File: src/rtl/fifo_wr_arb_pkg.sv
// rtl/fifo_wr_arb_pkg.sv - shared types and sizing for the FIFO write-port arbiter
package fifo_wr_arb_pkg;

  typedef enum logic {
    IDLE  = 1'b0,
    BURST = 1'b1
  } arb_state_e;

  // Burst counter must hold the value MAXBURST itself, not just MAXBURST-1.
  function automatic int bcnt_width(input int maxburst);
    return $clog2(maxburst + 1);
  endfunction

endpackage

File: src/rtl/rr_pick.sv
// rtl/rr_pick.sv - combinational round-robin first-one finder starting at ptr
module rr_pick #(
  parameter int NREQ = 4,
  localparam int PW = $clog2(NREQ)
) (
  input  logic [NREQ-1:0] req,
  input  logic [PW-1:0]   ptr,
  output logic [NREQ-1:0] gnt,
  output logic            any
);

  logic [2*NREQ-1:0] dbl;
  logic [2*NREQ-1:0] rot;
  logic [NREQ-1:0]   oh;
  logic              found;

  // Rotate requests so ptr lands at bit 0, take the lowest set bit, rotate back.
  always_comb begin
    dbl   = {req, req} >> ptr;
    oh    = '0;
    found = 1'b0;
    for (int k = 0; k < NREQ; k++) begin
      if (dbl[k] && !found) begin
        oh[k] = 1'b1;
        found = 1'b1;
      end
    end
    rot = {{NREQ{1'b0}}, oh} << ptr;
    gnt = rot[NREQ-1:0] | rot[2*NREQ-1:NREQ];
    any = |req;
  end

endmodule

File: src/rtl/fifo_wr_arbiter.sv
// rtl/fifo_wr_arbiter.sv - round-robin burst arbiter for the async FIFO write port
module fifo_wr_arbiter
  import fifo_wr_arb_pkg::*;
#(
  parameter int NREQ     = 4,
  parameter int DSIZE    = 8,
  parameter int MAXBURST = 4
) (
  input  logic                  wclk,
  input  logic                  wrst_n,
  input  logic [NREQ-1:0]       req_valid,
  input  logic [NREQ*DSIZE-1:0] req_data,
  input  logic [NREQ-1:0]       req_last,
  output logic [NREQ-1:0]       req_ready,
  input  logic                  wfull,
  output logic                  winc,
  output logic [DSIZE-1:0]      wdata,
  output logic [NREQ-1:0]       grant,
  output logic                  busy
);

  localparam int PW = $clog2(NREQ);
  localparam int BW = bcnt_width(MAXBURST);

  arb_state_e      state_q, state_d;
  logic [NREQ-1:0] grant_q, grant_d;
  logic [PW-1:0]   rr_ptr_q, rr_ptr_d;
  logic [BW-1:0]   bcnt_q, bcnt_d;

  logic [NREQ-1:0]  pick_gnt;
  logic             pick_any;
  logic [PW-1:0]    owner_idx;
  logic [DSIZE-1:0] owner_data;
  logic             owner_valid;
  logic             owner_last;
  logic [PW-1:0]    ptr_next;
  logic [BW-1:0]    bcnt_inc;

  rr_pick #(.NREQ(NREQ)) u_pick (
    .req (req_valid),
    .ptr (rr_ptr_q),
    .gnt (pick_gnt),
    .any (pick_any)
  );

  always_comb begin
    owner_idx  = '0;
    owner_data = '0;
    for (int i = 0; i < NREQ; i++) begin
      if (grant_q[i]) begin
        owner_idx  = PW'(i);
        owner_data = req_data[i*DSIZE +: DSIZE];
      end
    end
  end

  assign owner_valid = |(req_valid & grant_q);
  assign owner_last  = |(req_last & grant_q);
  assign ptr_next    = (owner_idx == PW'(NREQ - 1)) ? '0 : owner_idx + 1'b1;
  assign bcnt_inc    = bcnt_q + 1'b1;

  always_comb begin
    state_d   = state_q;
    grant_d   = grant_q;
    rr_ptr_d  = rr_ptr_q;
    bcnt_d    = bcnt_q;
    winc      = 1'b0;
    req_ready = '0;
    wdata     = '0;
    unique case (state_q)
      IDLE: begin
        if (pick_any) begin
          grant_d = pick_gnt;
          bcnt_d  = '0;
          state_d = BURST;
        end
      end
      BURST: begin
        req_ready = grant_q & {NREQ{~wfull}};
        wdata     = owner_data;
        winc      = owner_valid & ~wfull;
        // wfull freezes everything, including the abandon check.
        if (winc) begin
          bcnt_d = bcnt_inc;
          if (owner_last || bcnt_inc == BW'(MAXBURST)) begin
            state_d  = IDLE;
            grant_d  = '0;
            rr_ptr_d = ptr_next;
          end
        end else if (!wfull) begin
          state_d  = IDLE;
          grant_d  = '0;
          rr_ptr_d = ptr_next;
        end
      end
      default: state_d = IDLE;
    endcase
  end

  always_ff @(posedge wclk or negedge wrst_n) begin
    if (!wrst_n) begin
      state_q  <= IDLE;
      grant_q  <= '0;
      rr_ptr_q <= '0;
      bcnt_q   <= '0;
    end else begin
      state_q  <= state_d;
      grant_q  <= grant_d;
      rr_ptr_q <= rr_ptr_d;
      bcnt_q   <= bcnt_d;
    end
  end

  assign grant = grant_q;
  assign busy  = (state_q == BURST);

endmodule

File: config.mk
export PLATFORM = sky130hd
export DESIGN_NAME = fifo_wr_arbiter
export DESIGN_NICKNAME = d
export VERILOG_FILES = /design/src/rtl/fifo_wr_arb_pkg.sv /design/src/rtl/rr_pick.sv /design/src/rtl/fifo_wr_arbiter.sv
export SDC_FILE = /design/constraint.sdc
export NUM_CORES = 1
export LEC_CHECK = 0
export BUFFER_PORTS_ARGS = -buffer_cell sky130_fd_sc_hd__buf_2
export CAP_MARGIN = 30
export CORE_ASPECT_RATIO = 0.7
export CORE_UTILIZATION = 45
export DETAILED_ROUTE_END_ITERATION = 7
export PLACE_DENSITY = 0.84
export SLEW_MARGIN = 40
export SYNTH_ARGS = -nofsm -noshare
export SYNTH_HDL_FRONTEND = slang
export SYNTH_SLANG_ARGS = --single-unit
File: constraint.sdc
create_clock -name wclk -period 2.5 [get_ports wclk]
set_input_delay 0.375 -clock wclk [delete_from_list [all_inputs] [get_ports wclk]]
set_output_delay 0.375 -clock wclk [all_outputs]
set_load 0.02 [all_outputs]
==> qor.yml <==
status:
  status: "finished, violations left"
  failed_checks: "DRC"
floorplan:
  std_cell_rows: 13
  core_area_sq_um: 1940
  die_w_microns: 57.3
  die_h_microns: 40.7
  design.die.area_sq_um: 2330
  initial_utilization_pct: 49.7
  io_pins: 61
routing:
  drt_pass1_iterations: 6
  drc: 7
  vias: 1113
  drtAntennaViolNets: 0
  first_iter_violations: 60
  drt-total-wl_microns: 2830
  post_drt_wl_per_cell_microns: 14.6
  vias_per_cell: 5.74
clock_network:
  cts_setup_buffers: 0
  root_buffer: "clkbuf_4"
  cts.sinks: 10
  cts_tree: "yes"
  clk_pin_slew_worst_paths_ps: 80
  cts_resized: 0
  clkLatencyLatePin_ps: 290
  cts_buffers: 3
  cts_hold_buf: 1
  clk_path_buf_depth: 2
  htreeDepth: 1
final_layout:
  fin_nets: 218
  diodes: 0
  drive_above_1_share_pct: 43.6
  syn_to_final_growth_pct: 36.4
  final_cell_area_sq_um: 1310
synthesis:
  synth_area_sq_um: 962
  syn_inst: 112
  seq_area_frac_synth_pct: 26.0
  ys_types: 35
  ys_ff_latch: 10
  postSynthAreaPerCell_sq_um: 8.59
  synth.net_count: 157
  synth.yosys.warnings: 0
setup_path:
  startpoint: "grant[1]"
  cp_data_required_time_ps: 2120
  timing.rr.start: "grant[2]"
  critPathKind: "reg -> out"
  endpoint_kind: "primary output"
  cp.arrival_ps: 1780
  rr_worst_depth: 4
  cp_max_fo: 9
  start_kind: "register"
  r2r_slack_ps: 700
global_route:
  antenna_found_initial: 0
  grt_max_degree: 22
  grt_pass1_vias: 864
  overflow: 0
  grt_pass1_wl_microns: 3910
  grt_usage_pct: 23.3
sta:
  finalSetupViolations: 0
  max_slew.worst_pin.slew_ps: 676
  tns_ps: 0
  fin_skew_ps: 11.0
  fmax_ghz: 0.464
  hold_viol_final: 0
  slew_headroom_pct: 54.9
  drv_slew: 0
  min_period_ps: 2150
  rsz0062_at_grt: "false"
  fin_crit_sh_pct: 86.2
flow_run:
  drv_cap: 0
place:
  gp_congestion: 0.885
  hpwl_microns: 2150
  dpl_cell_area_sq_um: 1270
  io_buffer_count: 60
power:
  leakage_uw: 0.000666
  ir_drop_uv: 701
  power_density_nw_per_um2: 1030
hold_path:
  hp-start: "req_valid[1]"
  whs_path_depth: 3
  worst_hold_path_type: "in -> reg"
[cell usage in the layout (no fill, tap or decap), types with 2 or more instances in the layout]
cell,instances
mux2i_1,2
a22oi_4,2
and2_1,4
a22oi_1,7
o21ai_0,11
o22ai_1,3
inv_1,2
o21ai_1,4
buf_2,60
clkbuf_4,3
a21oi_1,6
nor2_1,7
mux2_4,2
a22oi_2,2
nor2b_1,3
ha_1,2
nand2_1,15
a22o_1,9
dfrtp_1,10
[metal layers]
metal | GRT usage (%) | part of all wire, %
met1 | 29.6 | 44
met3 | 7.26 | 8.1
met5 | 0 | 0
met4 | 11.6 | 1.1
met2 | 37.1 | 47
[critical path, stage by stage, from the launching register on]
cell	delay, ps
dfrtp_1	520
buf_4	220
and3b_1	180
a21oi_1	100
o21ai_0	80
a22o_1	230
buf_2	150
[sequential cells by signal, summed over array words and instances, names as in the netlist]
signal	flops
grant	4
busy	1
rr_ptr_q	2
bcnt_q	3
[cells in the mapped netlist (all sizes together)]
| cell | count | area [sq um] |
|---|---|---|
| dfrtp | 10 | 250 |
| inv | 2 | 7.51 |
| o31ai | 1 | 7.51 |
| clkbuf | 3 | 11.3 |
| a22oi | 11 | 120 |
| o21ai | 15 | 75.1 |
| a41oi | 1 | 27.5 |
| a21boi | 1 | 7.51 |
| ha | 2 | 25.0 |
| mux2 | 2 | 30.0 |
| nand2b | 1 | 6.26 |
| nor2b | 3 | 18.8 |
| nor4bb | 1 | 10.0 |
| a21oi | 7 | 46.3 |
| and3b | 1 | 8.76 |
| buf | 3 | 20.0 |
| nand2 | 16 | 62.6 |
| and2 | 4 | 25.0 |
| o22ai | 3 | 18.8 |
| or2b | 1 | 7.51 |
| a22o | 9 | 78.8 |
| or2 | 1 | 6.26 |
| o2111ai | 1 | 8.76 |
| mux2i | 2 | 20.0 |
| nor4 | 1 | 12.5 |
| nor3b | 1 | 7.51 |
| nor2 | 7 | 26.3 |
| nand4b | 1 | 8.76 |
| and2b | 1 | 7.51 |
[metrics by stage]
step / util [%] / hold WS (ps) / total power (uW) / worst slack, ps / std cells
4_1_cts: 67.8 / 444 / 1350 / 338 / 194
5_1_grt: 67.8 / 463 / 1450 / 234 / 194
6_report: 67.8 / 451 / 1350 / 345 / 194
2_1_floorplan: - / 79.4 / 959 / 800 / 112
3_5_place_dp: 65.4 / 251 / 1200 / 653 / 189
3_3_place_gp: 65.4 / 244 / 1170 / 703 / 189
[cell families after synthesis]
logic type / count (synthesis) / synth area share (%)
AOI/OAI and AO/OA: 49 / 40.6
and+or+nand+nor: 39 / 21.6
muxes: 4 / 5.20
buffers and inverters: 8 / 4.03
adders and majority gates: 2 / 2.60
DFF: 10 / 26.0
[area by class of cell]
cell class / instances / area (sq um)
Clock buffer: 4 / 36.3
Fill cell: 171 / 623
Inverter: 2 / 7.51
Multi-Input combinational cell: 94 / 673
Sequential cell: 10 / 250
Tap cell: 22 / 27.5
Timing Repair Buffer: 62 / 318
[final timing paths]
kind / end
min: grant[1]
max reg2reg: rr_ptr_q[1]
min reg2reg: bcnt_q[0]
min in group asynchronous: grant[2]
max: wdata[5]
max in group asynchronous: rr_ptr_q[1]
[where the power goes]
group / switching, uW / internal, uW
logic: 477 / 353
clock network: 66.0 / 88.8
registers: 151 / 218
Note: power is estimated with default switching activity, not from simulation.
